## src/rtl/blackparrot_fpga_host_axil_nbf_bridge_pkg.sv

```systemverilog
// blackparrot_fpga_host_pkg: register map, AXIL response codes and status layout for the host NBF bridge
package blackparrot_fpga_host_pkg;
  localparam logic [3:0] OFF_DATA    = 4'h0;
  localparam logic [3:0] OFF_STATUS  = 4'h4;
  localparam logic [3:0] OFF_PUSHCNT = 4'h8;
  localparam logic [3:0] OFF_CTRL    = 4'hC;
  localparam logic [1:0] RESP_OKAY   = 2'b00;
  localparam logic [1:0] RESP_SLVERR = 2'b10;
  typedef struct packed {
    logic        err;
    logic [21:0] rsvd;
    logic [8:0]  free;
  } status_t;
endpackage

```

## src/rtl/blackparrot_fpga_host_axil_nbf_bridge_if.sv

```systemverilog
// blackparrot_fpga_host_axil_nbf_bridge_if: AXI4-Lite bus between host interconnect and the NBF bridge
interface blackparrot_fpga_host_axil_nbf_bridge_if #(
  parameter int ADDR_W = 32,
  parameter int DATA_W = 32
);
  logic [ADDR_W-1:0]   s_axil_awaddr;
  logic [2:0]          s_axil_awprot;
  logic                s_axil_awvalid, s_axil_awready;
  logic [DATA_W-1:0]   s_axil_wdata;
  logic [DATA_W/8-1:0] s_axil_wstrb;
  logic                s_axil_wvalid, s_axil_wready;
  logic [1:0]          s_axil_bresp;
  logic                s_axil_bvalid, s_axil_bready;
  logic [ADDR_W-1:0]   s_axil_araddr;
  logic [2:0]          s_axil_arprot;
  logic                s_axil_arvalid, s_axil_arready;
  logic [DATA_W-1:0]   s_axil_rdata;
  logic [1:0]          s_axil_rresp;
  logic                s_axil_rvalid, s_axil_rready;
  modport slave (
    input  s_axil_awaddr, s_axil_awprot, s_axil_awvalid, s_axil_wdata, s_axil_wstrb, s_axil_wvalid,
           s_axil_bready, s_axil_araddr, s_axil_arprot, s_axil_arvalid, s_axil_rready,
    output s_axil_awready, s_axil_wready, s_axil_bresp, s_axil_bvalid, s_axil_arready,
           s_axil_rdata, s_axil_rresp, s_axil_rvalid
  );
  modport master (
    output s_axil_awaddr, s_axil_awprot, s_axil_awvalid, s_axil_wdata, s_axil_wstrb, s_axil_wvalid,
           s_axil_bready, s_axil_araddr, s_axil_arprot, s_axil_arvalid, s_axil_rready,
    input  s_axil_awready, s_axil_wready, s_axil_bresp, s_axil_bvalid, s_axil_arready,
           s_axil_rdata, s_axil_rresp, s_axil_rvalid
  );
endinterface

```

## src/rtl/blackparrot_fpga_host_axil_nbf_bridge_fifo.sv

```systemverilog
// bsg_fifo_1r1w_small: registered circular FIFO with count output and a synchronous clear
module bsg_fifo_1r1w_small #(
  parameter int width_p = 32,
  parameter int els_p   = 16
) (
  input  logic                     clk_i,
  input  logic                     reset_n_i,
  input  logic                     clear_i,
  input  logic                     v_i,
  input  logic [width_p-1:0]       data_i,
  output logic                     ready_o,
  output logic                     v_o,
  output logic [width_p-1:0]       data_o,
  input  logic                     yumi_i,
  output logic [$clog2(els_p):0]   count_o
);
  localparam int ptr_w = $clog2(els_p);
  logic [width_p-1:0] mem_q [els_p];
  logic [ptr_w-1:0] rptr_q, rptr_d, wptr_q, wptr_d;
  logic [ptr_w:0] count_q, count_d;
  logic push, pop;
  assign ready_o = count_q != (ptr_w+1)'(els_p);
  assign v_o     = count_q != '0;
  assign data_o  = mem_q[rptr_q];
  assign count_o = count_q;
  assign push    = v_i & ready_o;
  assign pop     = yumi_i & v_o;
  // clear beats any concurrent pop so the stream restarts empty
  always_comb begin
    rptr_d  = clear_i ? '0 : rptr_q + ptr_w'(pop);
    wptr_d  = clear_i ? '0 : wptr_q + ptr_w'(push);
    count_d = clear_i ? '0 : count_q + (ptr_w+1)'(push) - (ptr_w+1)'(pop);
  end
  always_ff @(posedge clk_i or negedge reset_n_i)
    if (!reset_n_i) begin
      rptr_q  <= '0;
      wptr_q  <= '0;
      count_q <= '0;
    end else begin
      rptr_q  <= rptr_d;
      wptr_q  <= wptr_d;
      count_q <= count_d;
    end
  always_ff @(posedge clk_i)
    if (push) mem_q[wptr_q] <= data_i;
endmodule

```

## src/rtl/blackparrot_fpga_host_axil_nbf_bridge.sv

```systemverilog
// blackparrot_fpga_host_axil_nbf_bridge: AXIL slave turning DATA register writes into the NBF word stream,
// with status/pushcount readback and flush/error-clear control for host pacing.
module blackparrot_fpga_host_axil_nbf_bridge
  import blackparrot_fpga_host_pkg::*;
#(
  parameter int S_AXIL_ADDR_WIDTH = 32,
  parameter int S_AXIL_DATA_WIDTH = 32,
  parameter int fifo_data_width_p = 32,
  parameter int fifo_els_p        = 16
) (
  input  logic                                  s_axil_aclk,
  input  logic                                  s_axil_aresetn,
  blackparrot_fpga_host_axil_nbf_bridge_if.slave axil,
  output logic                                  nbf_v_o,
  output logic [fifo_data_width_p-1:0]          nbf_data_o,
  input  logic                                  nbf_ready_and_i
);
  logic [3:0] woff, roff;
  logic fifo_ready, w_acc, r_acc, w_bad, r_err, push, flush, clr_err;
  logic bvalid_q, bvalid_d, rvalid_q, rvalid_d, err_q, err_d;
  logic [1:0] bresp_q, bresp_d, rresp_q, rresp_d;
  logic [31:0] rdata_q, rdata_d, pushcnt_q, pushcnt_d;
  logic [$clog2(fifo_els_p):0] count;
  logic unused_bits;
  status_t status;
  assign unused_bits = ^{axil.s_axil_awprot, axil.s_axil_arprot, axil.s_axil_awaddr, axil.s_axil_araddr};
  assign woff = axil.s_axil_awaddr[3:0];
  assign roff = axil.s_axil_araddr[3:0];
  // a DATA write only stalls when the FIFO is full; every other offset completes immediately
  assign w_acc   = s_axil_aresetn & axil.s_axil_awvalid & axil.s_axil_wvalid & ~bvalid_q
                 & ~(woff == OFF_DATA & ~fifo_ready);
  assign r_acc   = s_axil_aresetn & axil.s_axil_arvalid & ~rvalid_q;
  assign w_bad   = ~((woff == OFF_DATA & axil.s_axil_wstrb == 4'hF) | woff inside {OFF_STATUS, OFF_PUSHCNT, OFF_CTRL});
  assign r_err   = ~(roff inside {OFF_DATA, OFF_STATUS, OFF_PUSHCNT, OFF_CTRL});
  assign push    = w_acc & woff == OFF_DATA & axil.s_axil_wstrb == 4'hF;
  assign flush   = w_acc & woff == OFF_CTRL & axil.s_axil_wdata[0];
  assign clr_err = w_acc & woff == OFF_CTRL & axil.s_axil_wdata[1];
  assign status  = '{err: err_q, rsvd: '0, free: 9'(fifo_els_p) - 9'(count)};
  always_comb begin
    bvalid_d  = w_acc | (bvalid_q & ~axil.s_axil_bready);
    bresp_d   = w_acc ? (w_bad ? RESP_SLVERR : RESP_OKAY) : bresp_q;
    rvalid_d  = r_acc | (rvalid_q & ~axil.s_axil_rready);
    rresp_d   = r_acc ? (r_err ? RESP_SLVERR : RESP_OKAY) : rresp_q;
    rdata_d   = !r_acc ? rdata_q : roff == OFF_STATUS ? status : roff == OFF_PUSHCNT ? pushcnt_q : '0;
    err_d     = (w_acc & w_bad) | (r_acc & r_err) | (err_q & ~clr_err);
    pushcnt_d = pushcnt_q + 32'(push);
  end
  always_ff @(posedge s_axil_aclk or negedge s_axil_aresetn)
    if (!s_axil_aresetn) begin
      bvalid_q  <= 1'b0;
      bresp_q   <= '0;
      rvalid_q  <= 1'b0;
      rresp_q   <= '0;
      rdata_q   <= '0;
      err_q     <= 1'b0;
      pushcnt_q <= '0;
    end else begin
      bvalid_q  <= bvalid_d;
      bresp_q   <= bresp_d;
      rvalid_q  <= rvalid_d;
      rresp_q   <= rresp_d;
      rdata_q   <= rdata_d;
      err_q     <= err_d;
      pushcnt_q <= pushcnt_d;
    end
  assign axil.s_axil_awready = w_acc;
  assign axil.s_axil_wready  = w_acc;
  assign axil.s_axil_bvalid  = bvalid_q;
  assign axil.s_axil_bresp   = bresp_q;
  assign axil.s_axil_arready = r_acc;
  assign axil.s_axil_rvalid  = rvalid_q;
  assign axil.s_axil_rresp   = rresp_q;
  assign axil.s_axil_rdata   = rdata_q;
  bsg_fifo_1r1w_small #(.width_p(fifo_data_width_p), .els_p(fifo_els_p)) u_fifo (
    .clk_i(s_axil_aclk),
    .reset_n_i(s_axil_aresetn),
    .clear_i(flush),
    .v_i(push),
    .data_i(axil.s_axil_wdata),
    .ready_o(fifo_ready),
    .v_o(nbf_v_o),
    .data_o(nbf_data_o),
    .yumi_i(nbf_ready_and_i),
    .count_o(count)
  );
endmodule

```

## src/flat_wrapper.sv

```systemverilog
// flat-port wrapper written by rule: the top's interface ports become plain ports
module blackparrot_fpga_host_axil_nbf_bridge_flat import blackparrot_fpga_host_pkg::*;
#(
  parameter int S_AXIL_ADDR_WIDTH = 32,
  parameter int S_AXIL_DATA_WIDTH = 32,
  parameter int fifo_data_width_p = 32,
  parameter int fifo_els_p        = 16
)
  (s_axil_aclk, s_axil_aresetn, nbf_v_o, nbf_data_o, nbf_ready_and_i, axil_s_axil_awaddr, axil_s_axil_awprot, axil_s_axil_awvalid, axil_s_axil_wdata, axil_s_axil_wstrb, axil_s_axil_wvalid, axil_s_axil_bready, axil_s_axil_araddr, axil_s_axil_arprot, axil_s_axil_arvalid, axil_s_axil_rready, axil_s_axil_awready, axil_s_axil_wready, axil_s_axil_bresp, axil_s_axil_bvalid, axil_s_axil_arready, axil_s_axil_rdata, axil_s_axil_rresp, axil_s_axil_rvalid);
  blackparrot_fpga_host_axil_nbf_bridge_if #(.ADDR_W(32), .DATA_W(32)) axil_i ();
  input  logic s_axil_aclk;
  input  logic s_axil_aresetn;
  output logic nbf_v_o;
  output logic [fifo_data_width_p-1:0] nbf_data_o;
  input  logic nbf_ready_and_i;
  input wire logic [$bits(axil_i.s_axil_awaddr)-1:0] axil_s_axil_awaddr;
  input wire logic [$bits(axil_i.s_axil_awprot)-1:0] axil_s_axil_awprot;
  input wire logic [$bits(axil_i.s_axil_awvalid)-1:0] axil_s_axil_awvalid;
  input wire logic [$bits(axil_i.s_axil_wdata)-1:0] axil_s_axil_wdata;
  input wire logic [$bits(axil_i.s_axil_wstrb)-1:0] axil_s_axil_wstrb;
  input wire logic [$bits(axil_i.s_axil_wvalid)-1:0] axil_s_axil_wvalid;
  input wire logic [$bits(axil_i.s_axil_bready)-1:0] axil_s_axil_bready;
  input wire logic [$bits(axil_i.s_axil_araddr)-1:0] axil_s_axil_araddr;
  input wire logic [$bits(axil_i.s_axil_arprot)-1:0] axil_s_axil_arprot;
  input wire logic [$bits(axil_i.s_axil_arvalid)-1:0] axil_s_axil_arvalid;
  input wire logic [$bits(axil_i.s_axil_rready)-1:0] axil_s_axil_rready;
  output wire logic [$bits(axil_i.s_axil_awready)-1:0] axil_s_axil_awready;
  output wire logic [$bits(axil_i.s_axil_wready)-1:0] axil_s_axil_wready;
  output wire logic [$bits(axil_i.s_axil_bresp)-1:0] axil_s_axil_bresp;
  output wire logic [$bits(axil_i.s_axil_bvalid)-1:0] axil_s_axil_bvalid;
  output wire logic [$bits(axil_i.s_axil_arready)-1:0] axil_s_axil_arready;
  output wire logic [$bits(axil_i.s_axil_rdata)-1:0] axil_s_axil_rdata;
  output wire logic [$bits(axil_i.s_axil_rresp)-1:0] axil_s_axil_rresp;
  output wire logic [$bits(axil_i.s_axil_rvalid)-1:0] axil_s_axil_rvalid;
  assign axil_i.s_axil_awaddr = axil_s_axil_awaddr;
  assign axil_i.s_axil_awprot = axil_s_axil_awprot;
  assign axil_i.s_axil_awvalid = axil_s_axil_awvalid;
  assign axil_i.s_axil_wdata = axil_s_axil_wdata;
  assign axil_i.s_axil_wstrb = axil_s_axil_wstrb;
  assign axil_i.s_axil_wvalid = axil_s_axil_wvalid;
  assign axil_i.s_axil_bready = axil_s_axil_bready;
  assign axil_i.s_axil_araddr = axil_s_axil_araddr;
  assign axil_i.s_axil_arprot = axil_s_axil_arprot;
  assign axil_i.s_axil_arvalid = axil_s_axil_arvalid;
  assign axil_i.s_axil_rready = axil_s_axil_rready;
  assign axil_s_axil_awready = axil_i.s_axil_awready;
  assign axil_s_axil_wready = axil_i.s_axil_wready;
  assign axil_s_axil_bresp = axil_i.s_axil_bresp;
  assign axil_s_axil_bvalid = axil_i.s_axil_bvalid;
  assign axil_s_axil_arready = axil_i.s_axil_arready;
  assign axil_s_axil_rdata = axil_i.s_axil_rdata;
  assign axil_s_axil_rresp = axil_i.s_axil_rresp;
  assign axil_s_axil_rvalid = axil_i.s_axil_rvalid;
  blackparrot_fpga_host_axil_nbf_bridge #(.S_AXIL_ADDR_WIDTH(S_AXIL_ADDR_WIDTH), .S_AXIL_DATA_WIDTH(S_AXIL_DATA_WIDTH), .fifo_data_width_p(fifo_data_width_p), .fifo_els_p(fifo_els_p)) u_core (.s_axil_aclk(s_axil_aclk), .s_axil_aresetn(s_axil_aresetn), .axil(axil_i), .nbf_v_o(nbf_v_o), .nbf_data_o(nbf_data_o), .nbf_ready_and_i(nbf_ready_and_i));
endmodule
```

## config.mk

```make
export PLATFORM = sky130hd
export DESIGN_NAME = blackparrot_fpga_host_axil_nbf_bridge_flat
export DESIGN_NICKNAME = d
export VERILOG_FILES = /design/src/rtl/blackparrot_fpga_host_axil_nbf_bridge_pkg.sv /design/src/rtl/blackparrot_fpga_host_axil_nbf_bridge_if.sv /design/src/rtl/blackparrot_fpga_host_axil_nbf_bridge_fifo.sv /design/src/rtl/blackparrot_fpga_host_axil_nbf_bridge.sv /design/src/flat_wrapper.sv
export SDC_FILE = /design/constraint.sdc
export NUM_CORES = 1
export LEC_CHECK = 0
export ABC_AREA = 0
export BUFFER_PORTS_ARGS = -buffer_cell sky130_fd_sc_hd__buf_2
export CELL_PAD_IN_SITES_DETAIL_PLACEMENT = 1
export CELL_PAD_IN_SITES_GLOBAL_PLACEMENT = 1
export CORE_MARGIN = 5
export CORE_UTILIZATION = 47
export DETAILED_ROUTE_END_ITERATION = 8
export GPL_ROUTABILITY_DRIVEN = 1
export PLACE_DENSITY_LB_ADDON = 0.1
export SETUP_SLACK_MARGIN = 0.4
export SLEW_MARGIN = 5
export SYNTH_ARGS = -nofsm -noshare
export SYNTH_HDL_FRONTEND = slang
export SYNTH_SLANG_ARGS = --single-unit
```

## constraint.sdc

```tcl
create_clock -name s_axil_aclk -period 4.3 [get_ports s_axil_aclk]
set_input_delay 0 -clock s_axil_aclk [delete_from_list [all_inputs] [get_ports s_axil_aclk]]
set_output_delay 0 -clock s_axil_aclk [all_outputs]
set_load 0.02 [all_outputs]
```

# Word-level counts from Yosys, hierarchy flattened

Memory sizes are Yosys's and may differ from the RTL's.
Index checks and enable logic that the tools add are counted.

Flip-flop bits (word level): 84
Bits in writable memories: 512
Bits of input ports: 114
Output and inout port bits: 74
Logic and storage cells: 73
Memories: 1

Memory list:

| name                | depth | width | read ports | clocked after Yosys merged registers in | write ports | RTL line                                         | RTL |
|---|---|---|---|---|---|---|---|
| u_core.u_fifo.mem_q | 16    | 32    | 1          | 0                                       | 1           | blackparrot_fpga_host_axil_nbf_bridge_fifo.sv:18 | `logic [width_p-1:0] mem_q [els_p];` |

$add $sub $neg: 6
Equality and inequality tests: 8
Multiplexer cells: 9
Bitwise logic cells: 34
Reductions and logical operators: 5

Operator list:

| kind                                                | number |
|---|---|
| two-way mux 32 bit                                  | 2 |
| adder 32 x 1 -> 32 bit                              | 1 |
| AND 1 bit                                           | 20 |
| equality test 4 bit, second input constant          | 5 |
| NOT 1 bit                                           | 9 |
| adder 4 x 1 -> 4 bit                                | 2 |
| equality test 4 x 3 -> 1 bit, second input constant | 2 |
| logical NOT 4 bit                                   | 2 |
| two-way mux 4 bit                                   | 2 |
| subtractor 5 x 5 -> 6 bit, first input constant     | 1 |
| adder 5 x 1 -> 5 bit                                | 1 |
| two-way mux 5 bit                                   | 1 |
| inequality test 5 bit, second input constant        | 1 |
| OR 1 bit                                            | 5 |
| nonzero test 5 bit                                  | 1 |
| subtractor 5 x 1 -> 5 bit                           | 1 |
| two-way mux 2 bit                                   | 2 |
| nonzero test 4 bit                                  | 1 |
| nonzero test 3 bit                                  | 1 |
| two-way mux 1 bit                                   | 2 |

# Longest topological paths before layout

Word-level depth: 11
Gate-level depth with buffers: 16
Mapped depth without buffers: 16

# Hierarchy

A second synthesis with hierarchy kept.

Cell total of the unflattened synthesis: 1132
Area total of the unflattened synthesis: 23030.8 um^2

Modules (own cells, without submodules):

| module                                | times used | cells each | area each (um^2) | sequential area each (um^2) |
|---|---|---|---|---|
| bsg_fifo_1r1w_small                   | 1          | 873        | 19922.9          | 15700.1 |
| blackparrot_fpga_host_axil_nbf_bridge | 1          | 259        | 3108.0           | 1726.7 |

# Worst setup path after synthesis

OpenSTA, ideal clock, no wires.

Path kind: register -> register
Start point: register u_core.u_fifo.count_q[1] (netlist: u_core.u_fifo.count_o[1])
End point: memory u_core.u_fifo.mem_q[2][0] (enable)
Setup time: 0.461 ns
Arrival time: 3.746 ns
Required time: 3.839 ns
Setup slack: 0.092 ns
Cell stages (with the launch flop): 8
Path buffers: 0
Clock period less this slack: 4.208 ns
Cells stage by stage: dfrtp_1 -> inv_1 -> ha_1 -> and2_1 -> ha_1 -> nor4_4 -> nand3b_1 -> nor3_1

Longest elaborated chain between the ends: 10

RTL lines:

| what                                        | RTL line                                         | RTL |
|---|---|---|
| from (decl)                                 | blackparrot_fpga_host_axil_nbf_bridge_fifo.sv:20 | `logic [ptr_w:0] count_q, count_d;` |
| from (signal assigned)                      | blackparrot_fpga_host_axil_nbf_bridge_fifo.sv:42 | `count_q <= count_d;` |
| inequality test 5 bit (*)                   | blackparrot_fpga_host_axil_nbf_bridge_fifo.sv:22 | `assign ready_o = count_q != (ptr_w+1)'(els_p);` |
| NOT 1 bit                                   | blackparrot_fpga_host_axil_nbf_bridge.sv:31      | `& ~(woff == OFF_DATA & ~fifo_ready);` |
| AND 1 bit                                   | blackparrot_fpga_host_axil_nbf_bridge.sv:31      |  |
| NOT 1 bit                                   | blackparrot_fpga_host_axil_nbf_bridge.sv:31      |  |
| AND 1 bit                                   | blackparrot_fpga_host_axil_nbf_bridge.sv:31      |  |
| AND 1 bit (2 in series)                     | blackparrot_fpga_host_axil_nbf_bridge.sv:35      | `assign push = w_acc & woff == OFF_DATA & axil.s_axil_wstrb == 4'hF;` |
| AND 1 bit (*)                               | blackparrot_fpga_host_axil_nbf_bridge_fifo.sv:26 | `assign push = v_i & ready_o;` |
| two-way mux 1 bit (*)                       | blackparrot_fpga_host_axil_nbf_bridge_fifo.sv:45 | `if (push) mem_q[wptr_q] <= data_i;` |
| two-way mux 1 bit (not written as such) (*) | blackparrot_fpga_host_axil_nbf_bridge_fifo.sv:45 |  |
| to (decl)                                   | blackparrot_fpga_host_axil_nbf_bridge_fifo.sv:18 |  |

Every way passes the cells marked *; elsewhere a longest branch is shown, timed or not.

# Worst setup path in the final report

Start point: register u_core.u_fifo.count_q[1] (netlist: u_core.u_fifo.count_o[1])
End point: register u_core.u_fifo.count_q[4] (netlist: u_core.u_fifo.count_o[4])

Longest elaborated chain between the ends: 11
Elaborated cells on any way between the ends: 15
Those cells by class: add/sub (2); eq/ne (1); mux (1); bitwise (10); reduce/logical (1)

RTL lines:

| what                               | RTL line                                         | RTL |
|---|---|---|
| inequality test 5 bit              | blackparrot_fpga_host_axil_nbf_bridge_fifo.sv:22 |  |
| NOT 1 bit                          | blackparrot_fpga_host_axil_nbf_bridge.sv:31      |  |
| AND 1 bit                          | blackparrot_fpga_host_axil_nbf_bridge.sv:31      |  |
| NOT 1 bit                          | blackparrot_fpga_host_axil_nbf_bridge.sv:31      |  |
| AND 1 bit                          | blackparrot_fpga_host_axil_nbf_bridge.sv:31      |  |
| AND 1 bit (2 in series)            | blackparrot_fpga_host_axil_nbf_bridge.sv:35      |  |
| AND 1 bit                          | blackparrot_fpga_host_axil_nbf_bridge_fifo.sv:26 |  |
| adder 5 x 1 -> 5 bit               | blackparrot_fpga_host_axil_nbf_bridge_fifo.sv:32 | `count_d = clear_i ? '0 : count_q + (ptr_w+1)'(push) - (ptr_w+1)'(pop);` |
| subtractor 5 x 1 -> 5 bit          | blackparrot_fpga_host_axil_nbf_bridge_fifo.sv:32 |  |
| two-way mux 5 bit (*)              | blackparrot_fpga_host_axil_nbf_bridge_fifo.sv:32 |  |
| named net u_core.u_fifo.count_d[4] | blackparrot_fpga_host_axil_nbf_bridge_fifo.sv:20 |  |

Mark *: on every way through the listed nets, which the timed path passes. The rest lies on a longest branch.
A chain may end at the register's enable or synchronous reset.

==> impl_metrics.py <==
metrics = {
    "global_route": {
        "grt_pass1_vias": 12900,
        "grtUsageTotal_pct": 19.9,
        "gr-total-overflow": 0,
        "grt_antenna_before_repair": 1,
        "grt_pass1_wl_mm": 80.6,
        "grt_max_degree": 49,
    },
    "critical_path": {
        "r2r_slack_ns": 1.06,
        "start_kind": "flop",
        "critPathKind": "reg -> reg",
        "timing.rr.start": "u_core.u_fifo.count_o[1]",
        "reg2reg_to": "u_core.u_fifo.count_o[4]",
        "endpoint": "u_core.u_fifo.count_o[4]",
        "cp-startpoint": "u_core.u_fifo.count_o[1]",
        "critical_path_arrival_ns": 3.70,
        "crit_fanout": 6,
        "worst_ep_required_time_ns": 4.76,
        "cp-end-kind": "flop",
        "r2r_cells": 16,
    },
    "placement": {
        "place_congestion": 0.729,
        "placedInstanceArea_um2": 24700,
        "io_buffers": 123,
        "hpwl_mm": 29.1,
    },
    "yosys": {
        "synth_xor_area_share_pct": 1.49,
        "yosys.area.top_type": "edfxtp_1",
        "ys_ff_latch": 594,
        "syn_area_um2": 22900,
        "ys_types": 48,
        "synth_mux_area_share_pct": 12.6,
        "synthArstFlopShare_pct": 13.8,
        "synth_compound_area_share_pct": 3.60,
        "syn_avg_cell_area_um2": 20.0,
        "synth.top_cells.by_area": "edfxtp_1 67%, mux4_2 13%, dfrtp_1 9.0%",
        "synth_top_family_by_area": "multiplexers",
        "syn_inst": 1144,
        "yosysSeqAreaShare_pct": 76.0,
        "synth_adder_area_share_pct": 1.02,
        "synth_edf_count": 512,
        "synth_top_flop_cell": "edfxtp_1",
        "yosysWarnings": 0,
        "yosys.area_share.simple_pct": 3.83,
        "synth_top_area_share_pct": 67.1,
    },
    "drt": {
        "num_vias": 11500,
        "drt_iter0_drc": 695,
        "route.detailed.drc": 0,
        "drt-wirelength-per-cell_um": 25.7,
        "routed_wl_mm": 52.2,
        "ant_nets": 0,
        "via_per_inst": 5.69,
        "first_pass_iters": 7,
    },
    "timing": {
        "relSlewSlack_pct": 24.7,
        "fin_crit_ns": 3.24,
        "clock_skew_ns": 0.0302,
        "slew_violations": 0,
        "tightest_slew_ns": 1.13,
        "rsz0062_at_grt": "no",
        "hold_viol_final": 0,
        "post-route-period-util_pct": 75.2,
        "finalSetupViolCount": 0,
        "tns_ns": 0,
        "fmax_ghz": 0.309,
    },
    "hold_path": {
        "whs_path_depth": 4,
        "hold_class": "in -> reg",
    },
    "clock_tree": {
        "cts_htree_levels": 2,
        "cts_root_buf": "clkbuf_16",
        "cts_buffer_depth": 3,
        "cts.sinks": 594,
        "clock_latency_ns": 0.62,
        "cts_tree": "built",
        "clk_pin_slew_worst_paths_ns": 0.06,
        "cts_buffers": 61,
    },
    "power_and_ir_drop": {
        "sw_frac_of_total_pct": 29.0,
        "p_clk_share_pct": 33.7,
        "seq_power_share_pct": 41.2,
        "power_density_nw_per_um2": 586,
        "p_int_mw": 11.3,
        "ir_worst_vdd_mv": 0.327,
        "leakage_nw": 9.53,
        "power_frac_comb_pct": 25.1,
        "p_sw_mw": 4.62,
    },
    "floorplan": {
        "die_w_um": 231,
        "std_cell_rows": 81,
        "ios": 188,
        "dieArea_um2": 53300,
        "die_height_um": 231,
        "core_area_um2": 48600,
        "initial_utilization_pct": 47.1,
    },
    "flow_run": {
        "timing.max_cap.violations": 0,
    },
    "cells_and_area": {
        "final_area_um2": 27200,
        "layout.nets": 1485,
        "multi_input_area_um2": 5320,
        "register_area_um2": 17400,
        "drive_above_1_share_pct": 29.0,
        "synthToLayoutAreaGrowth_pct": 18.6,
        "fillCellCount": 4290,
    },
    "outcome": {
        "status": "complete, no violations",
    },
}
==> Yosys cell counts (17+ instances only) <==
library cell and number:
clkbuf_1 37, nor3_1 18, mux4_2 128, dfrtp_1 82
xor2_1 24, nand2_1 52, ha_1 17, a22oi_1 64
a22o_1 22, nor2_1 45, inv_1 21, edfxtp_1 512
==> state kept, by name (all words and copies together), names as in the netlist <==
register,count
u_core.u_fifo.wptr_q,4
u_core.u_fifo.count_o,5
u_core.pushcnt_q,32
u_core.axil.s_axil_bresp,1
u_core.axil.s_axil_rvalid,1
u_core.axil.s_axil_rdata,32
u_core.err_q,1
u_core.u_fifo.mem_q,512
u_core.axil.s_axil_rresp,1
u_core.axil.s_axil_bvalid,1
u_core.u_fifo.rptr_q,4
==> layout make-up <==
cell class,instances,area share (%)
tap,622,2.86
multi-input combinational,471,19.6
timing repair buffer,204,5.60
sequential,594,64.1
clock buffer,74,6.02
antenna,1,0.00920
clock inverter,41,1.54
inverter,21,0.290
==> worst max-delay path: stages, from the launching register on <==
cell and delay (ns):
dfrtp_1 0.39, inv_1 0.10, ha_1 0.21, and2_1 0.17, ha_1 0.25, a21o_1 0.23
nor3_1 0.29, inv_1 0.08, ha_1 0.27, inv_1 0.06, ha_1 0.16, inv_1 0.06
fa_1 0.40, o21bai_1 0.17, a21oi_1 0.09, xor2_1 0.13, nor2_1 0.05
==> through the flow <==
step | instances | util, % | setup slack, ns | total power [mW] | hold slack, ns
2_1_floorplan | 1145 | - | 0.710 | 9.42 | -0.296
3_3_place_gp | 1864 | 50.7 | 1.05 | 10.7 | 0.180
3_5_place_dp | 1864 | 50.7 | 1.03 | 10.7 | 0.187
4_1_cts | 2027 | 55.9 | 1.02 | 16.2 | 0.000141
5_1_grt | 2028 | 55.9 | 0.785 | 16.7 | 0.0205
6_report | 2028 | 55.9 | 1.06 | 15.9 | 0.0140
==> cell usage in the layout, fill, tap and decap left out, types with 12 or more instances in the layout <==
master and count:
buf_2 122, nand2_1 52, nor2_4 13, nor3_1 15, mux4_2 128, ha_1 17, clkbuf_16 62, edfxtp_1 512
dfrtp_1 80, nor2_1 32, a22oi_1 64, clkinv_1 12, dlygate4sd3_1 48, buf_4 20, xnor2_1 15, clkinv_2 15
xor2_1 24, a22o_1 22, buf_12 14, nand3_1 15, inv_1 21
==> cell families (layout without fill, tap and decap cells) <==
group / count (synthesis) / after routing
muxes: 128 / 128
AOI/OAI and AO/OA: 108 / 108
DFF: 594 / 594
xor gates and xnor gates: 39 / 39
buffers and inverters: 80 / 340
adders and majority gates: 18 / 18
other: 1 / 3
and+or+nand+nor: 176 / 176
==> power by group through the flow <==
stage	logic [mW]	registers [mW]	clock network [mW]
floorplan	2.88	6.55	0
global placement	4.02	6.70	0
detailed placement	4.04	6.70	0
CTS	4.09	6.58	5.49
global route	4.33	6.59	5.76
finish	4.00	6.57	5.37
==> repair_timing <==
action / CTS / global route
gates resized for setup: 0 / 0
hold buffers: 48 / 0
buffers inserted: 0 / 0
endpoints found under the hold margin: 562 / 0
==> per-layer routing <==
layer / up-vias / wire length (um) / part of all wire (%) / global-route usage, %
met3: 76 / 2270 / 4.4 / 3.59
met1: 6137 / 22700 / 43 / 27.5
li1: 5068 / - / - / -
met2: 254 / 26200 / 50 / 33.6
met4: 0 / 969 / 1.9 / 4.49
met5: - / 0 / 0 / 0
==> worst min-delay path by stage <==
stage | start | end | slack [ns]
global placement | axil_s_axil_rready | u_core.axil.s_axil_rvalid | 0.18
finish | nbf_ready_and_i | u_core.u_fifo.rptr_q[0] | 0.01
CTS | axil_s_axil_awaddr[3] | u_core.pushcnt_q[0] | 0.0001
detailed placement | s_axil_aresetn | u_core.pushcnt_q[24] | 0.19
global route | axil_s_axil_awaddr[3] | u_core.pushcnt_q[0] | 0.02
floorplan | s_axil_aresetn | u_core.axil.s_axil_bresp[1] | -0.30
Power figures use the tool's default switching activity.
